$ cat config.mk
export PLATFORM = sky130hd
export DESIGN_NAME = maple_frame_rx
export DESIGN_NICKNAME = d
export VERILOG_FILES = /design/src/rtl/maple_pkg.sv /design/src/rtl/maple_edge_sync.sv /design/src/rtl/maple_frame_rx.sv
export SDC_FILE = /design/constraint.sdc
export NUM_CORES = 1
export LEC_CHECK = 0
export BUFFER_PORTS_ARGS = -buffer_cell sky130_fd_sc_hd__buf_2
export CAP_MARGIN = 20
export CORE_UTILIZATION = 25
export CTS_BUF_LIST = sky130_fd_sc_hd__clkbuf_8
export CTS_CLUSTER_DIAMETER = 60
export DETAILED_ROUTE_END_ITERATION = 10
export SYNTH_ARGS = -nofsm -noshare
export SYNTH_HDL_FRONTEND = slang
export SYNTH_SLANG_ARGS = --single-unit
$ cat constraint.sdc
create_clock -name clk -period 6.7 [get_ports clk]
set_clock_uncertainty 0.1 [all_clocks]
set_input_delay 0.67 -clock clk [delete_from_list [all_inputs] [get_ports clk]]
set_output_delay 0.67 -clock clk [all_outputs]
set_load 0.03 [all_outputs]
$ cat src/rtl/maple_pkg.sv
// -----------------------------------------------------------------------------
// maple_pkg
// Shared definitions for the Maple bus frame receiver: FSM state encoding,
// start-pattern kinds, done error codes, start pulse counts and the helper
// that ranks error conditions into a single done code.
// -----------------------------------------------------------------------------
package maple_pkg;

    typedef enum logic [1:0] {
        ST_IDLE     = 2'd0,
        ST_START    = 2'd1,
        ST_DATA     = 2'd2,
        ST_END_WAIT = 2'd3
    } state_t;

    typedef enum logic [1:0] {
        KIND_NORMAL    = 2'd0,
        KIND_CRC       = 2'd1,
        KIND_OCCUPANCY = 2'd2
    } kind_t;

    localparam logic [2:0] ERR_NONE         = 3'd0;
    localparam logic [2:0] ERR_BAD_START    = 3'd1;
    localparam logic [2:0] ERR_PARTIAL_BYTE = 3'd2;
    localparam logic [2:0] ERR_TIMEOUT      = 3'd3;
    localparam logic [2:0] ERR_OVERFLOW     = 3'd4;
    localparam logic [2:0] ERR_TOO_LONG     = 3'd5;

    // SDCKB pulses seen during the start pattern
    localparam logic [3:0] PULSES_NORMAL    = 4'd4;
    localparam logic [3:0] PULSES_CRC       = 4'd6;
    localparam logic [3:0] PULSES_OCCUPANCY = 4'd8;
    localparam logic [3:0] PULSES_BUS_RESET = 4'd14;
    localparam logic [3:0] PULSES_MAX       = 4'd15;

    // Collapse simultaneous error conditions into one code, highest rank first.
    function automatic logic [2:0] err_select(input logic timeout,
                                              input logic partial,
                                              input logic overflow,
                                              input logic too_long);
        logic [2:0] code;
        if (timeout) begin
            code = ERR_TIMEOUT;
        end else if (partial) begin
            code = ERR_PARTIAL_BYTE;
        end else if (overflow) begin
            code = ERR_OVERFLOW;
        end else if (too_long) begin
            code = ERR_TOO_LONG;
        end else begin
            code = ERR_NONE;
        end
        return code;
    endfunction

endpackage

$ cat src/rtl/maple_edge_sync.sv
// -----------------------------------------------------------------------------
// maple_edge_sync
// Brings the asynchronous SDCKA/SDCKB pins into the clk domain (2-FF
// synchroniser) and produces registered rise/fall strobes. The level outputs
// are the edge-register copies, so a level read alongside a strobe is the
// post-edge line value. A strobe is high 3 clk after the pin changes.
// Ports:
//   clk, reset          system clock, synchronous active-high reset
//   sdcka, sdckb        raw bus pins
//   a_lvl, b_lvl        synchronised line levels aligned with the strobes
//   a_fall/a_rise       one-cycle SDCKA edge strobes
//   b_fall/b_rise       one-cycle SDCKB edge strobes
// -----------------------------------------------------------------------------
module maple_edge_sync (
    input  logic clk,
    input  logic reset,
    input  logic sdcka,
    input  logic sdckb,
    output logic a_lvl,
    output logic b_lvl,
    output logic a_fall,
    output logic a_rise,
    output logic b_fall,
    output logic b_rise
);

    // bit 1 = SDCKA, bit 0 = SDCKB
    logic [1:0] meta_r;
    logic [1:0] sync_r;
    logic [1:0] prev_r;
    logic [1:0] fall_r;
    logic [1:0] rise_r;

    // Synchroniser, edge register and strobe generation. Lines reset to the
    // idle-high level so leaving reset does not produce spurious edges.
    always_ff @(posedge clk) begin
        if (reset) begin
            meta_r <= 2'b11;
            sync_r <= 2'b11;
            prev_r <= 2'b11;
            fall_r <= 2'b00;
            rise_r <= 2'b00;
        end else begin
            meta_r <= {sdcka, sdckb};
            sync_r <= meta_r;
            prev_r <= sync_r;
            fall_r <= prev_r & ~sync_r;
            rise_r <= ~prev_r & sync_r;
        end
    end

    assign a_lvl  = prev_r[1];
    assign b_lvl  = prev_r[0];
    assign a_fall = fall_r[1];
    assign b_fall = fall_r[0];
    assign a_rise = rise_r[1];
    assign b_rise = rise_r[0];

endmodule

$ cat src/rtl/maple_frame_rx.sv
// -----------------------------------------------------------------------------
// maple_frame_rx
// Maple bus frame receiver. Classifies the start pattern (NORMAL / CRC /
// OCCUPANCY / bus reset), deserialises data bytes MSB first into a
// first-word-fall-through byte FIFO and emits a one-cycle status pulse per
// frame with byte count, error code and XOR check result.
// Ports:
//   clk, reset                   system clock, synchronous active-high reset
//   sdcka, sdckb                 asynchronous bus pins
//   frame, frame_kind            frame body active / kind of current-last frame
//   out_data, out_sof            FIFO head byte and first-byte-of-frame flag
//   out_valid, out_ready         head handshake; pop on valid & ready
//   fifo_level                   occupied FIFO entries
//   done_valid/len/err/crc_ok    per-frame status pulse
//   bus_reset                    one-cycle pulse on a bus reset pattern
// -----------------------------------------------------------------------------
module maple_frame_rx
    import maple_pkg::*;
#(
    parameter int FIFO_DEPTH     = 16,
    parameter int MAX_BYTES      = 1024,
    parameter int TIMEOUT_CYCLES = 4096,
    parameter int LEN_W          = $clog2(MAX_BYTES + 1)
) (
    input  logic                            clk,
    input  logic                            reset,
    input  logic                            sdcka,
    input  logic                            sdckb,
    output logic                            frame,
    output logic [1:0]                      frame_kind,
    output logic [7:0]                      out_data,
    output logic                            out_sof,
    output logic                            out_valid,
    input  logic                            out_ready,
    output logic [$clog2(FIFO_DEPTH+1)-1:0] fifo_level,
    output logic                            done_valid,
    output logic [LEN_W-1:0]                done_len,
    output logic [2:0]                      done_err,
    output logic                            done_crc_ok,
    output logic                            bus_reset
);

    localparam int PTR_W = $clog2(FIFO_DEPTH);
    localparam int CNT_W = $clog2(FIFO_DEPTH + 1);
    localparam int TMO_W = $clog2(TIMEOUT_CYCLES + 1);

    logic a_lvl_s, b_lvl_s, a_fall_s, a_rise_s, b_fall_s, b_rise_s;

    maple_edge_sync u_edge_sync (
        .clk    (clk),
        .reset  (reset),
        .sdcka  (sdcka),
        .sdckb  (sdckb),
        .a_lvl  (a_lvl_s),
        .b_lvl  (b_lvl_s),
        .a_fall (a_fall_s),
        .a_rise (a_rise_s),
        .b_fall (b_fall_s),
        .b_rise (b_rise_s)
    );

    state_t             state_r;
    kind_t              kind_r;
    logic               frame_r;
    logic [3:0]         pulse_cnt_r;
    logic               phase_r;      // 0: expect fall(A), 1: expect fall(B)
    logic               pending_r;
    logic [5:0]         shift_r;
    logic [3:0]         bit_cnt_r;
    logic               commit_r;
    logic [7:0]         commit_byte_r;
    logic [LEN_W-1:0]   len_r;
    logic [7:0]         xor_r;
    logic               ovf_r;
    logic               too_long_r;
    logic [TMO_W-1:0]   tmo_cnt_r;
    logic               done_valid_r;
    logic [LEN_W-1:0]   done_len_r;
    logic [2:0]         done_err_r;
    logic               done_crc_ok_r;
    logic               bus_reset_r;

    logic [8:0]         mem_r [FIFO_DEPTH];
    logic [PTR_W-1:0]   wr_ptr_r;
    logic [PTR_W-1:0]   rd_ptr_r;
    logic [CNT_W-1:0]   count_r;

    logic               any_edge_s;
    logic               pop_s;
    logic               len_full_s;
    logic               push_s;
    logic [3:0]         pulse_next_s;
    logic               tmo_hit_s;
    logic               crc_ok_s;
    logic [8:0]         head_s;

    assign any_edge_s   = a_fall_s | a_rise_s | b_fall_s | b_rise_s;
    assign out_valid    = (count_r != CNT_W'(0));
    assign pop_s        = out_valid & out_ready;
    assign len_full_s   = (len_r == LEN_W'(MAX_BYTES));
    // a pop in the same cycle frees the slot a full FIFO needs
    assign push_s       = commit_r & ~len_full_s &
                          ((count_r != CNT_W'(FIFO_DEPTH)) | pop_s);
    assign pulse_next_s = (b_fall_s && (pulse_cnt_r != PULSES_MAX)) ?
                          pulse_cnt_r + 4'd1 : pulse_cnt_r;
    assign tmo_hit_s    = (state_r != ST_IDLE) & ~any_edge_s &
                          (tmo_cnt_r == TMO_W'(TIMEOUT_CYCLES - 1));
    // the XOR check only means something once a CRC body has started
    assign crc_ok_s     = ((state_r == ST_DATA || state_r == ST_END_WAIT) &&
                           kind_r == KIND_CRC) ? (xor_r == 8'd0) : 1'b1;
    assign head_s       = out_valid ? mem_r[rd_ptr_r] : 9'd0;

    // Frame FSM, deserialiser, byte-commit bookkeeping and status outputs.
    always_ff @(posedge clk) begin
        if (reset) begin
            state_r       <= ST_IDLE;
            kind_r        <= KIND_NORMAL;
            frame_r       <= 1'b0;
            pulse_cnt_r   <= 4'd0;
            phase_r       <= 1'b0;
            pending_r     <= 1'b0;
            shift_r       <= 6'd0;
            bit_cnt_r     <= 4'd0;
            commit_r      <= 1'b0;
            commit_byte_r <= 8'd0;
            len_r         <= '0;
            xor_r         <= 8'd0;
            ovf_r         <= 1'b0;
            too_long_r    <= 1'b0;
            tmo_cnt_r     <= '0;
            done_valid_r  <= 1'b0;
            done_len_r    <= '0;
            done_err_r    <= ERR_NONE;
            done_crc_ok_r <= 1'b0;
            bus_reset_r   <= 1'b0;
        end else begin
            done_valid_r <= 1'b0;
            bus_reset_r  <= 1'b0;
            commit_r     <= 1'b0;

            if (any_edge_s || state_r == ST_IDLE) begin
                tmo_cnt_r <= '0;
            end else begin
                tmo_cnt_r <= tmo_cnt_r + TMO_W'(1);
            end

            if (tmo_hit_s) begin
                state_r       <= ST_IDLE;
                frame_r       <= 1'b0;
                done_valid_r  <= 1'b1;
                done_len_r    <= len_r;
                done_err_r    <= err_select(1'b1, 1'b0, ovf_r, too_long_r);
                done_crc_ok_r <= crc_ok_s;
            end else begin
                case (state_r)
                    ST_IDLE: begin
                        if (a_fall_s && b_lvl_s) begin
                            state_r     <= ST_START;
                            pulse_cnt_r <= 4'd0;
                        end
                    end
                    ST_START: begin
                        pulse_cnt_r <= pulse_next_s;
                        if (a_rise_s) begin
                            case (pulse_next_s)
                                PULSES_NORMAL, PULSES_CRC, PULSES_OCCUPANCY: begin
                                    state_r    <= ST_DATA;
                                    frame_r    <= 1'b1;
                                    phase_r    <= 1'b0;
                                    bit_cnt_r  <= 4'd0;
                                    len_r      <= '0;
                                    xor_r      <= 8'd0;
                                    ovf_r      <= 1'b0;
                                    too_long_r <= 1'b0;
                                    if (pulse_next_s == PULSES_NORMAL) begin
                                        kind_r <= KIND_NORMAL;
                                    end else if (pulse_next_s == PULSES_CRC) begin
                                        kind_r <= KIND_CRC;
                                    end else begin
                                        kind_r <= KIND_OCCUPANCY;
                                    end
                                end
                                PULSES_BUS_RESET: begin
                                    state_r     <= ST_IDLE;
                                    bus_reset_r <= 1'b1;
                                end
                                default: begin
                                    state_r       <= ST_IDLE;
                                    done_valid_r  <= 1'b1;
                                    done_len_r    <= '0;
                                    done_err_r    <= ERR_BAD_START;
                                    done_crc_ok_r <= 1'b1;
                                end
                            endcase
                        end
                    end
                    ST_DATA: begin
                        // fall(A) while fall(B) is due (or both at once) ends the body
                        if (a_fall_s && (phase_r || b_fall_s)) begin
                            state_r <= ST_END_WAIT;
                        end else if (!phase_r && a_fall_s) begin
                            pending_r <= b_lvl_s;
                            phase_r   <= 1'b1;
                        end else if (phase_r && b_fall_s) begin
                            phase_r <= 1'b0;
                            if (bit_cnt_r == 4'd6) begin
                                commit_r      <= 1'b1;
                                commit_byte_r <= {shift_r, pending_r, a_lvl_s};
                                bit_cnt_r     <= 4'd0;
                            end else begin
                                shift_r   <= {shift_r[3:0], pending_r, a_lvl_s};
                                bit_cnt_r <= bit_cnt_r + 4'd2;
                            end
                        end
                    end
                    ST_END_WAIT: begin
                        if (b_rise_s) begin
                            state_r       <= ST_IDLE;
                            frame_r       <= 1'b0;
                            done_valid_r  <= 1'b1;
                            done_len_r    <= len_r;
                            done_err_r    <= err_select(1'b0, bit_cnt_r != 4'd0,
                                                        ovf_r, too_long_r);
                            done_crc_ok_r <= crc_ok_s;
                        end
                    end
                    default: begin
                        state_r <= ST_IDLE;
                        frame_r <= 1'b0;
                    end
                endcase
            end

            // Commit stage runs one cycle after the last bit pair so that the
            // FIFO full/pop decision and len/XOR use settled values.
            if (commit_r) begin
                xor_r <= xor_r ^ commit_byte_r;
                if (len_full_s) begin
                    too_long_r <= 1'b1;
                end else begin
                    len_r <= len_r + LEN_W'(1);
                    if (!push_s) begin
                        ovf_r <= 1'b1;
                    end
                end
            end
        end
    end

    // FIFO pointers and occupancy.
    always_ff @(posedge clk) begin
        if (reset) begin
            wr_ptr_r <= '0;
            rd_ptr_r <= '0;
            count_r  <= '0;
        end else begin
            if (push_s) begin
                wr_ptr_r <= wr_ptr_r + PTR_W'(1);
            end
            if (pop_s) begin
                rd_ptr_r <= rd_ptr_r + PTR_W'(1);
            end
            case ({push_s, pop_s})
                2'b10:   count_r <= count_r + CNT_W'(1);
                2'b01:   count_r <= count_r - CNT_W'(1);
                default: count_r <= count_r;
            endcase
        end
    end

    // FIFO storage; entries carry {sof, byte}, sof marks the frame's first byte.
    always_ff @(posedge clk) begin
        if (push_s) begin
            mem_r[wr_ptr_r] <= {(len_r == LEN_W'(0)), commit_byte_r};
        end
    end

    assign frame       = frame_r;
    assign frame_kind  = kind_r;
    assign out_data    = head_s[7:0];
    assign out_sof     = head_s[8];
    assign fifo_level  = count_r;
    assign done_valid  = done_valid_r;
    assign done_len    = done_len_r;
    assign done_err    = done_err_r;
    assign done_crc_ok = done_crc_ok_r;
    assign bus_reset   = bus_reset_r;

endmodule
==> summary.txt <==
Final layout
  – Final nets: 840
  – Layout cell share with drive strength beyond 1: 22.2%
  – Layout filler cell count: 4159
  – Sequential Area: around 6500 um2
  – Multi-input gate area: approximately 3700 um2
  – Area Growth Syn to Fin: 15.8%
  – Diodes inserted: 0

STA
  – Hold WS: 0.185 ns
  – Worst-Margin Slew: 1.04 ns
  – Final setup viols: 0
  – Fmax achieved: ~0.27 GHz
  – RSZ-0062 raised after global routing: false
  – Final min period: 3.72 ns
  – Max Transition Viols Final: 0
  – Fin. Hold Viols: 0
  – Setup TNS: 0 ns
  – Period utilization: 55.5%
  – Max-slew headroom: a little under a third

Clock network
  – Clk sinks: ~250
  – CTS resizes: 0
  – CTS Buffer Depth: 3
  – Root buf cell: clkbuf_8
  – Clock latency on the worst-skew pair: between 0.5 and 0.6 ns
  – CTS tree: done
  – Reg clk slew, reported paths: approximately 0.060 ns
  – CTS H-tree lvls: 2
  – CTS Hold Buffers Added: 0
  – CTS Buf Count: 40
  – Postcts setup bufs: 0

Critical path
  – Crit-path slowest cell: mux4_2
  – CP max FO: 36
  – CP endpoint kind: output port
  – Most used cell, CP: mux4_2
  – Worst path arrival time: 2.95 ns
  – Data required time of the worst path: ~5.9 ns
  – Worst setup SP type: flip-flop
  – Slowest cell delay on critical path: about 0.60 ns
  – Setup CP Type: flip-flop to output port
  – Cell Chain, Critical Path: buf_4 -> mux4_2 -> mux4_2 -> and2_1 -> buf_2

Route
  – DR vias/cell: around 4.7
  – Vias: ~6500
  – DRT iter0 DRCs: 512
  – DRC Markers: 0
  – WL final: 23400 um
  – First drt pass iteration count: 5
  – Post-route ant nets: 0
  – Wire per inst: roughly 17 um

Synthesis
  – Cells after Synth: ~760
  – Syn Nets: around 800
  – Synth Cell Area: 10400 um2
  – Sequential fraction of the synthesis area: between 60 and 70%
  – Primary FF master, synth: edfxtp_1
  – Async set-reset flop share out of synthesis: 0%
  – Synthesized flop and latch total: 251
  – Post-synth top area cell: edfxtp_1
  – Post-synth EDFFs: between 100 and 150
  – Ys Warns: 0
  – Cells taking the most area after synthesis: edfxtp_1 42%, dfxtp_1 21%, mux4_2 9.7%
  – Syn avg cell area: around 14 um2
  – Synth unique cells: 66
  – Synth top area share: 41.5%

Floorplanning
  – DIE WIDTH: around 210 um
  – Chip height: between 200 and 250 um
  – Io pins: 40
  – Core area: slightly above 40000 um2
  – Die area: about 42000 um2
  – Initial core utilization: 25.4%
  – Rows: 74

Pwr
  – Pwr/cell area: about 270 nW/um2
  – VDD IR max: between 0.0001 and 0.00015 V
  – Pleak: 0.00407 uW

Hold path
  – Hold Path Class: primary input to flip-flop

GRT
  – Initial antenna violation count: 0
  – Vias in the first global route: between 6000 and 7000
  – Gr busiest metal: met2
  – Grt met3 use: approximately 2.6%
  – M2 GR Usage: 17.3%
  – First-pass GRT wire length: 36600 um
  – Grt ovf: 0
  – Global Route met1 Usage: 15.8%
  – GR Util All Layers: roughly 11%
  – Largest net degree at the start of global routing: 75

Placement
  – Port-buffer cells: 39
  – GPL Wtd Cong: about 0.75
  – DP HPWL: around 15000 um

Run status
  – Status: completed

Job
  – Max Cap Viol: 0
## through the flow
stage          utilization [%]  cells  setup slack [ns]  power, uW  cell area (um2)
6_report                  29.5   1383              2.98       3220            12100
5_1_grt                   29.5   1383              2.81       3350            12100
3_5_place_dp              27.5   1311              3.42       1960            11300
2_1_floorplan                -    763              3.87       1890            10400
4_1_cts                   29.5   1383              2.89       3270            12100
3_3_place_gp              27.5   1309              3.48       1960            11200
## metal layers
layer  share of wire, %  up-vias
li1                   -     3028
met1                 48     3233
met2                 44      172
met3                5.8       48
met4                1.9        0
met5                  0        -
## area by class of cell
cell class	count	share of cell area, %
timing repair buffer	58	2.87
clock buffer	50	5.71
tap	532	5.52
inverter	20	0.623
clock inverter	22	0.872
sequential	251	53.7
multi-input combinational	450	30.7
## cell families (layout without fill, tap and decap cells)
group                    after synthesis  in the layout  share of synthesized area [%]
adder cells (fa/ha/maj)               14             14                           1.75
AO/OA/AOI/OAI                         94             94                           6.74
AND/OR/NAND/NOR                      247            247                           12.5
multiplexers                          77             77                           12.9
buffers and inverters                 62            150                           2.50
XOR/XNOR                              18             18                           1.51
flip-flops                           251            251                           62.1
## critical path: cells and delay by family (launching register included)
kind / cells / cell delay, ns
buffers and inverters: 2 / 0.76
and+or+nand+nor: 1 / 0.21
muxes: 2 / 1.09
DFF: 1 / 0.31
## cells in the mapped netlist (all sizes together) (3+ instances only)
library cell,count
ha,13
a21oi,22
nor3,14
o21ai,6
clkbuf,26
a41oi,3
a311oi,6
nand4b,4
a32o,11
mux2i,29
nand3,16
a211oi,6
mux2,3
buf,16
xor2,10
a31oi,21
mux4,45
or2,8
xnor2,8
nor4,7
or3,3
nand2,35
and2,14
nand2b,5
nand4,18
or4,3
nor2,83
and3,5
inv,19
a21o,4
nor2b,8
edfxtp,144
dfxtp,107
nand3b,16
## power by group
| part | internal (uW) | leakage [uW] | switching (uW) |
|---|---|---|---|
| sequential | 1620 | 0.00219 | 9.19 |
| clock | 678 | 0.000461 | 621 |
| combinational | 119 | 0.00142 | 170 |
## sequential cells by signal (all words and copies together) (netlist names), 3 cells and up, named ones only
signal / cells
wr_ptr_r: 4
done_err: 3
rd_ptr_r: 4
pulse_cnt_r: 4
commit_byte_r: 8
mem_r: 144
done_len: 11
bit_cnt_r: 3
shift_r: 6
len_r: 11
fifo_level: 5
xor_r: 8
tmo_cnt_r: 13
## placed cells by master, fill, tap and decap left out, types with 18 or more instances in the layout
cell type	count
a31oi_1	19
clkbuf_8	50
a21oi_1	21
nand2_1	35
edfxtp_1	144
dfxtp_1	106
mux4_2	45
mux2i_1	28
inv_1	32
nand4_1	18
nor2_1	83
buf_2	39
## final timing paths
kind | cells past startpoint | to | slack (ns) | from
setup / recovery | 5 | out_data[7] | 2.98 | flip-flop
hold / removal | 2 | u_edge_sync.meta_r[1] | 0.18 | sdcka
setup reg to reg | 5 | mem_r[1][4] | 3.37 | commit_r
hold reg to reg | 1 | u_edge_sync.sync_r[0] | 0.32 | u_edge_sync.meta_r[0]
(Power assumes the default switching activity.)
